### src/rtl/pc_sequencer.sv
// Fetch PC owner: resolves ID redirects (J/JR/CALL/RET) and EX branch redirects,
// with a circular return-address stack and per-stage kill generation.
module pc_sequencer #(
    parameter int unsigned    PC_W      = 16,
    parameter int unsigned    RAS_DEPTH = 4,
    parameter logic [PC_W-1:0] RESET_PC = '0
) (
    input  logic            clk,
    input  logic            rst_n,
    input  logic            stall,
    input  logic            id_valid,
    input  logic [PC_W-1:0] id_pc,
    input  logic            J,
    input  logic            JR,
    input  logic            CALL,
    input  logic            RET,
    input  logic [PC_W-1:0] jmp_target,
    input  logic [PC_W-1:0] jr_target,
    input  logic            ex_br,
    input  logic            ex_taken,
    input  logic [PC_W-1:0] ex_target,
    output logic [PC_W-1:0] pc,
    output logic [2:0]      pcSrc,
    output logic            kill_if,
    output logic            kill_id,
    output logic            ras_empty,
    output logic            ras_full,
    output logic            ras_underflow
);

    localparam int unsigned PTR_W = $clog2(RAS_DEPTH);
    localparam int unsigned CNT_W = $clog2(RAS_DEPTH + 1);

    localparam logic [2:0] SRC_SEQ  = 3'b000;
    localparam logic [2:0] SRC_JMP  = 3'b001;
    localparam logic [2:0] SRC_JR   = 3'b010;
    localparam logic [2:0] SRC_RET  = 3'b011;
    localparam logic [2:0] SRC_BR   = 3'b100;
    localparam logic [2:0] SRC_HOLD = 3'b101;

    logic [PC_W-1:0]  ras [RAS_DEPTH];
    logic [PTR_W-1:0] top;
    logic [CNT_W-1:0] count;
    logic [PTR_W-1:0] top_m1;
    logic [PC_W-1:0]  pc_next;
    logic             push;
    logic             pop;

    assign top_m1    = top - PTR_W'(1);
    assign ras_empty = (count == CNT_W'(0));
    assign ras_full  = (count == CNT_W'(RAS_DEPTH));

    // Redirect priority: EX taken branch > stall > RET > JR > CALL > J > sequential
    always_comb begin
        pc_next       = pc + PC_W'(1);
        pcSrc         = SRC_SEQ;
        kill_if       = 1'b0;
        kill_id       = 1'b0;
        ras_underflow = 1'b0;
        push          = 1'b0;
        pop           = 1'b0;
        if (ex_br && ex_taken) begin
            pc_next = ex_target;
            pcSrc   = SRC_BR;
            kill_if = 1'b1;
            kill_id = 1'b1;
        end else if (stall) begin
            pc_next = pc;
            pcSrc   = SRC_HOLD;
        end else if (id_valid && RET) begin
            pcSrc   = SRC_RET;
            kill_if = 1'b1;
            if (ras_empty) begin
                pc_next       = jr_target;
                ras_underflow = 1'b1;
            end else begin
                pc_next = ras[top_m1];
                pop     = 1'b1;
            end
        end else if (id_valid && JR) begin
            pc_next = jr_target;
            pcSrc   = SRC_JR;
            kill_if = 1'b1;
        end else if (id_valid && CALL) begin
            pc_next = jmp_target;
            pcSrc   = SRC_JMP;
            kill_if = 1'b1;
            push    = 1'b1;
        end else if (id_valid && J) begin
            pc_next = jmp_target;
            pcSrc   = SRC_JMP;
            kill_if = 1'b1;
        end
        // Combinational outputs read as zero while reset is held
        if (!rst_n) begin
            pcSrc         = SRC_SEQ;
            kill_if       = 1'b0;
            kill_id       = 1'b0;
            ras_underflow = 1'b0;
        end
    end

    // PC register and RAS; a push when full overwrites the oldest entry
    always_ff @(posedge clk or negedge rst_n) begin
        if (!rst_n) begin
            pc    <= RESET_PC;
            top   <= '0;
            count <= '0;
            for (int i = 0; i < int'(RAS_DEPTH); i++) begin
                ras[i] <= '0;
            end
        end else begin
            pc <= pc_next;
            if (push) begin
                ras[top] <= id_pc + PC_W'(1);
                top      <= top + PTR_W'(1);
                if (!ras_full) begin
                    count <= count + CNT_W'(1);
                end
            end else if (pop) begin
                top   <= top_m1;
                count <= count - CNT_W'(1);
            end
        end
    end

endmodule

### config.mk
export PLATFORM = sky130hd
export DESIGN_NAME = pc_sequencer
export DESIGN_NICKNAME = d
export VERILOG_FILES = /design/src/rtl/pc_sequencer.sv
export SDC_FILE = /design/constraint.sdc
export NUM_CORES = 1
export LEC_CHECK = 0
export BUFFER_PORTS_ARGS = -buffer_cell sky130_fd_sc_hd__buf_2
export CAP_MARGIN = 20
export CORE_UTILIZATION = 40
export CTS_CLUSTER_SIZE = 30
export DETAILED_ROUTE_END_ITERATION = 6
export SLEW_MARGIN = 20
export SYNTH_ARGS = -nofsm -noshare
export SYNTH_HDL_FRONTEND = slang
export SYNTH_SLANG_ARGS = --single-unit
### constraint.sdc
create_clock -name clk -period 3.96 [get_ports clk]
set_input_delay 0.99 -clock clk [delete_from_list [all_inputs] [get_ports clk]]
set_output_delay 0.99 -clock clk [all_outputs]
set_load 0.05 [all_outputs]
-- Word level (Yosys, flattened, before mapping)
Cells that the tools add are included.
- word-level logic and storage cells: 78
- register bits after elaboration: 85
- input port bits: 74
- bitwise logic cells: 2
- equal/unequal tests: 3
- magnitude comparators: 3
- reduce and logical (&&, ||, !) cells: 9
- mux-type cells: 48
- add/subtract/negate cells: 6
- operator list (operator ; count):
    two-way mux 16 bit ; 10
    bitwise mux 64 bit ; 1
    adder 16 x 1 -> 16 bit, second input constant ; 2
    binary-select mux 16 bit (select 2 bit) ; 1
    demux 16 bit (select 2 bit) ; 1
    two-way mux 1 bit ; 25
    two-way mux 3 bit ; 6
    two-way mux 2 bit ; 4
    greater-or-equal comparator 3 bit, second input constant ; 2
    logical AND 1 bit ; 6
    inverter 2 -> 3 bit ; 2
    adder 3 x 1 -> 3 bit, second input constant ; 1
    equality test 3 bit, second input constant ; 1
    logical NOT 3 bit ; 1
    < comparator 3 x 1 -> 1 bit, second input constant ; 1
    subtractor 3 x 1 -> 3 bit, second input constant ; 1
    adder 2 x 1 -> 2 bit, second input constant ; 1
    != test 2 x 1 -> 1 bit, second input constant ; 1
    != test 2 bit, second input constant ; 1
    AND reduction 2 bit ; 1
    nonzero test 2 bit ; 1
    subtractor 2 x 1 -> 2 bit, second input constant ; 1

-- Depth between registers and ports, before layout
Gate-level depths: netlist of the first run.
- depth in word-level cells: 9
- mapped depth: 10
- mapped depth without buffers: 8

-- Worst setup path after synthesis of the first run
OpenSTA, ideal clock, no wires.
- kind: input-to-output
- start point: in id_valid
- end point: out ras_underflow
- stages: 4
- buffers on the path: 2
- path slack: 0.569 ns
- data arrival time: 2.401 ns
- cells stage by stage: buf_1 > and3_1 > clkbuf_1 > nor2b_1
- cells in the longest elaborated chain, start to end: 5
- ends and longest elaborated chain (what ; line ; RTL):
    from (decl) ; 11 ; input logic id_valid,
    logical AND 1 bit ; 70 ; end else if (id_valid && RET) begin
    two-way mux 1 bit ; 70 ;
    two-way mux 1 bit ; 67 ; end else if (stall) begin
    two-way mux 1 bit ; 62 ; if (ex_br && ex_taken) begin
    two-way mux 1 bit ; 95 ; if (!rst_n) begin
    to (decl) ; 28 ; output logic ras_underflow
No other way between the ends.

-- Worst setup path in the final report of the first run
- start point: in id_valid
- end point: out pcSrc[0]
- cells in the longest elaborated chain, start to end: 8
- elaborated cells on any way between the ends: 11
- ends and longest elaborated chain (what ; line ; RTL):
    logical AND 1 bit ; 89 ; end else if (id_valid && J) begin
    two-way mux 1 bit ; 89 ;
    two-way mux 1 bit ; 84 ; end else if (id_valid && CALL) begin
    two-way mux 2 bit ; 80 ; end else if (id_valid && JR) begin
    two-way mux 2 bit (*) ; 70 ;
    two-way mux 3 bit (*) ; 67 ;
    two-way mux 3 bit (*) ; 62 ;
    two-way mux 3 bit (*) ; 95 ;
    to (decl) ; 23 ; output logic [2:0] pcSrc,
Mark *: on every way between the ends. The rest lies on a longest branch, timed or not.

==> flow_summary.ini, run 1 <==
[die]
initial_utilization_pct = 41.8
die_area_um2 = 12600
boundaryPins = 98
fp.dieH_um = 112
dieWidth_um = 112
rows = 39
core_um2 = 11600

[pwr]
p_per_area_nw_per_um2 = 578
clock_power_share_pct = 25.5
p_sw_mw = 1.21
power_mw = 3.33
max-vdd-ir-drop_uv = 236
p_leak_nw = 2.57
internal_power_mw = 2.12
pwr-share-seq_pct = 39.5
p_comb_share_pct = 35.0
p_sw_share_pct = 36.4

[clocking]
h-tree-depth = 3
postCtsSetupBuffers = 0
cts-hold-fix-buffers = 0
cts_tree = built
cts_buffers = 9
cts_resized = 0
worstSkewPairLatency_ps = 340
path_clk_slew_ps = 60
clock_sinks = 85
cts.root.buffer_cell = clkbuf_16
cts.path.max_buffers = 2

[route]
num_vias = 4294
final_antenna_net_count = 0
vias_per_cell = 5.71
wl_per_cell_um = 18.0
route.top_layer_used = met4
drt_iter0_markers = 338
drcViolationCount = 15
wl_met1_um = 6490
firstDrtPassIters = 7
wl_met2_um = 5960
wl_met3_um = 810
wl_um = 13500

[synth]
syn_avg_cell_area_um2 = 9.45
synth_most_common_cell = dfrtp_1
netlist_area_um2 = 4860
synth_top_area_share_pct = 43.8
synth-seq-cells = 85
syn_inst = 514
synthTopCellsByCount = dfrtp_1, nand2_1, o21ai_1
syn_nets = 595
async_reset_ff_share_pct = 100
yosys_warnings = 0
seq_area_frac_synth_pct = 43.8
synth_cell_types = 53
yosys-top-cells-area = dfrtp_1, mux4_2, nand2_1
ys.flop_type = dfrtp_1
synth-edff-count = 0
yosysTopAreaCell = dfrtp_1

[cells_and_area]
diodes = 0
finalInstanceArea_um2 = 5760
fin_cells = 752
fill_cells = 1134
layout.nets = 685
drive_gt1_share_pct = 24.5
area_growth_pct = 18.7

[sta]
finalSetupViolCount = 0
hold_viol_final = 0
setup_ws_ps = 849
clock_skew_ps = 5.80
fin_crit_sh_pct = 78.6
min_period_ps = 3110
fmax_mhz = 321
rsz0062_at_grt = no
slew_headroom_pct = 42.2
tightest_slew_ps = 867
drv_slew = 0
setup_tns_ps = 0

[global_routing]
grt_overflow = 0
grt_pass1_vias = 4196
grt_usage_pct = 22.5
grt_max_degree = 80
antenna_found_initial = 0
grt_pass1_wl_um = 21700

[hold_path]
hp-class = reg -> reg

[flow_run]
maxCapViolCount = 0

[setup_path]
cp_top_family = buffers and inverters
cp.required_ps = 2970
crit_path_end_kind = output port
crit_path_max_incr_delay_ps = 250
crit_buf_inv = 3
r2r_slack_ps = 1440
crit_type = in -> out
cp_max_fo = 13
cpMaxStageDelayCell = buf_2
crit_top_cell = buf_2
arrival_ps = 2120
worstPathCellList = buf_2, o21ai_2, buf_4, o21ai_0, and3_1, buf_2
startpoint_type = input pin

[placement]
pre_cts_ws_ps = 873
gp_congestion = 0.892
io_buffers = 97
dpl_cell_area_um2 = 5460
dp_hpwl_um = 9880
placed_cells = 736

[outcome]
status = complete, but fails checks
violations = design-rule violations
[power by group through the flow]
stage	registers (mW)	logic, mW	clock network, mW
finish	1.32	1.16	0.850
global route	1.35	1.28	0.901
CTS	1.31	1.17	0.873
detailed placement	1.33	1.17	0
global placement	1.31	1.15	0
floorplan	1.37	0.767	0
[final timing paths]
kind / start / to / depth (start not counted)
max: id_valid / pcSrc[0] / 6
min: ras[2] / ras[2] / 2
max reg2reg: top[1] / pc[15] / 6
min reg2reg: ras[2] / ras[2] / 2
max in group asynchronous: rst_n / ras[13] / 2
min in group asynchronous: rst_n / pc[15] / 1
[state kept, by name, summed over array words and instances, names as in the netlist]
| name | cells |
|---|---|
| count | 3 |
| ras | 64 |
| pc | 16 |
| top | 2 |
[worst min-delay path: cells and delay by family (launching register included)]
family	cells	cell delay (ps)
compound gates	1	60
flops	1	340
simple gates	1	50
[per-stage QoR]
step,util [%],hold WS (ps)
after floorplan,-,445
after global placement,47.0,458
after detailed placement,47.0,469
after CTS,49.6,471
after global routing,49.6,486
final,49.6,480
[cell families after synthesis]
group	after synthesis	share of synthesized area, %
AOI/OAI and AO/OA	160	18.9
and+or+nand+nor	167	16.9
buffers and inverters	44	4.28
adders and majority gates	7	1.96
DFF	85	43.8
xor gates and xnor gates	25	4.51
muxes	26	9.71
[cells in the final DEF (no fill, tap or decap), types with 4 or more instances in the layout]
cell	synthesis	routed
o21ai_0	36	36
nand4_1	6	6
mux4_2	16	16
ha_1	6	6
o21ai_1	53	53
o22ai_1	4	4
xor2_1	13	13
xnor2_1	12	12
nor2_1	14	14
and3_1	6	6
buf_4	1	12
clkbuf_16	0	9
a31oi_1	6	6
a221oi_1	10	10
nand3_1	16	16
buf_2	9	96
inv_1	12	12
nor3_1	4	4
nand2_1	84	84
a21oi_1	31	31
nand3b_1	15	15
dfrtp_1	85	85
mux2_1	9	9
[layer usage]
| metal | up-vias | global-route usage, % |
|---|---|---|
| li1 | 2060 | - |
| met1 | 2065 | 31.5 |
| met2 | 149 | 35.1 |
| met3 | 20 | 4.10 |
| met4 | 0 | 7.91 |
| met5 | - | 0 |
[layout make-up]
class,instances,area (um2),area share [%]
multi-input combinational,385,2520,43.7
sequential,85,2130,36.9
timing repair buffer,109,582,10.1
clock buffer,11,243,4.21
tap,143,179,3.10
clock inverter,5,58.8,1.02
inverter,14,52.6,0.912
Note: power is estimated with default switching activity, not from simulation.
==> run 2, diff against run 1 <==
==> constraint.sdc (replaced) <==
create_clock -name clk -period 3.13 [get_ports clk]
set_input_delay 0.7825 -clock clk [delete_from_list [all_inputs] [get_ports clk]]
set_output_delay 0.7825 -clock clk [all_outputs]
set_load 0.05 [all_outputs]
==> run 2 against run 1 <==
- the flow still finishes with violations (design-rule violations)
- final area fell by 0.56%
- utilization fell by 0.28 points
- combinational power is 28% higher
- power is 22% higher
- worst hold slack got worse by 220 ps
==> flow_summary.ini, run 2 (synthesis results as in run 1) <==
[outcome]
status = complete, but fails checks
violations = design-rule violations

[clocking]
cts_buffers = 9
worstSkewPairLatency_ps = 330
h-tree-depth = 3
cts-hold-fix-buffers = 0
path_clk_slew_ps = 60
cts.path.max_buffers = 2
postCtsSetupBuffers = 0
clock_sinks = 85
cts_resized = 0
cts_tree = built
cts.root.buffer_cell = clkbuf_16

[sta]
hold_viol_final = 0
tightest_slew_ps = 607
clock_skew_ps = 6.52
drv_slew = 0
min_period_ps = 2750
fin_crit_sh_pct = 87.8
setup_tns_ps = 0
finalSetupViolCount = 0
fmax_mhz = 364
slew_headroom_pct = 59.5
rsz0062_at_grt = no

[placement]
gp_congestion = 0.930
io_buffers = 97
dp_hpwl_um = 10000

[die]
initial_utilization_pct = 41.8
dieWidth_um = 112
fp.dieH_um = 112
rows = 39
core_um2 = 11600
die_area_um2 = 12600
boundaryPins = 98

[pwr]
max-vdd-ir-drop_uv = 309
p_leak_nw = 2.56
p_per_area_nw_per_um2 = 711

[cells_and_area]
final_common_cell = buf_2
area_growth_pct = 18.0
final_util_pct = 49.3
layout.nets = 687
mostFrequentLayoutCells = buf_2, dfrtp_1, nand2_1
largest_reg_flops = 64
diodes = 0
top_regs = ras x64, pc x16, count x3
regMostFlops = ras
drive_gt1_share_pct = 24.5

[route]
final_antenna_net_count = 0
wl_um = 13500
drt_iter0_markers = 337
drcViolationCount = 15
vias_per_cell = 5.68
wl_per_cell_um = 18.0
firstDrtPassIters = 7
num_vias = 4264

[setup_path]
r2r_cells = 6
cp_max_fo = 7
cp.required_ps = 2350
crit_type = reg -> out
crit_path_end_kind = output port
startpoint_type = flop
arrival_ps = 1970

[hold_path]
hp-class = in -> async

[global_routing]
grt_max_degree = 48
grt_usage_pct = 22.2
antenna_found_initial = 0
grt_pass1_wl_um = 21600
grt_pass1_vias = 4226
grt_overflow = 0

[flow_run]
maxCapViolCount = 0
[run 2: stage by stage]
step                      std cells  hold WS, ps  total power, mW  setup slack [ps]  area, um2
after global placement          738          457             3.12               469       5480
after global routing            751          259             4.33               271       5730
after detailed placement        738          471             3.17               424       5480
final                           751          265             4.08               382       5730
after CTS                       751          256             4.11               363       5730
after floorplan                 514          445             2.71               213       4860
[run 2: layout make-up]
type                            count  area (um2)
Fill cell                        1144        5880
Multi-Input combinational cell    385        2520
Sequential cell                    85        2130
Timing Repair Buffer              111         593
Clock buffer                       11         243
Tap cell                          143         179
Inverter                           14        52.6
Clock inverter                      2        12.5
[run 2: power by group]
part,leakage (nW),total (mW),internal (mW),switching [mW]
Clock,0.123,0.935,0.544,0.391
Sequential,1.10,1.66,1.42,0.236
Combinational,1.33,1.48,0.627,0.855
[run 2: critical path, stage by stage (launching register included)]
cell,delay [ps]
dfrtp_1,440
nor3_2,360
and3_1,390
nor2b_2,190
buf_2,260
[run 2: worst paths after layout]
check | from | slack (ps) | end
min in group clk | ras[48] | 480 | ras[48]
min | rst_n | 270 | pc[15]
max | count[0] | 380 | ras_underflow
max in group asynchronous | rst_n | 2050 | ras[4]
max reg2reg | top[1] | 860 | pc[9]
min reg2reg | ras[48] | 480 | ras[48]
[run 2: layer usage]
metal  wire length (um)  part of all wire, %  up-vias  global-route usage, %
met5                  0                    0        -                      0
met4                226                  1.7        0                   7.11
met3                778                  5.8       19                   3.67
met2               6290                   47      158                   36.5
met1               6230                   46     2024                   30.2
li1                   -                    -     2063                      -
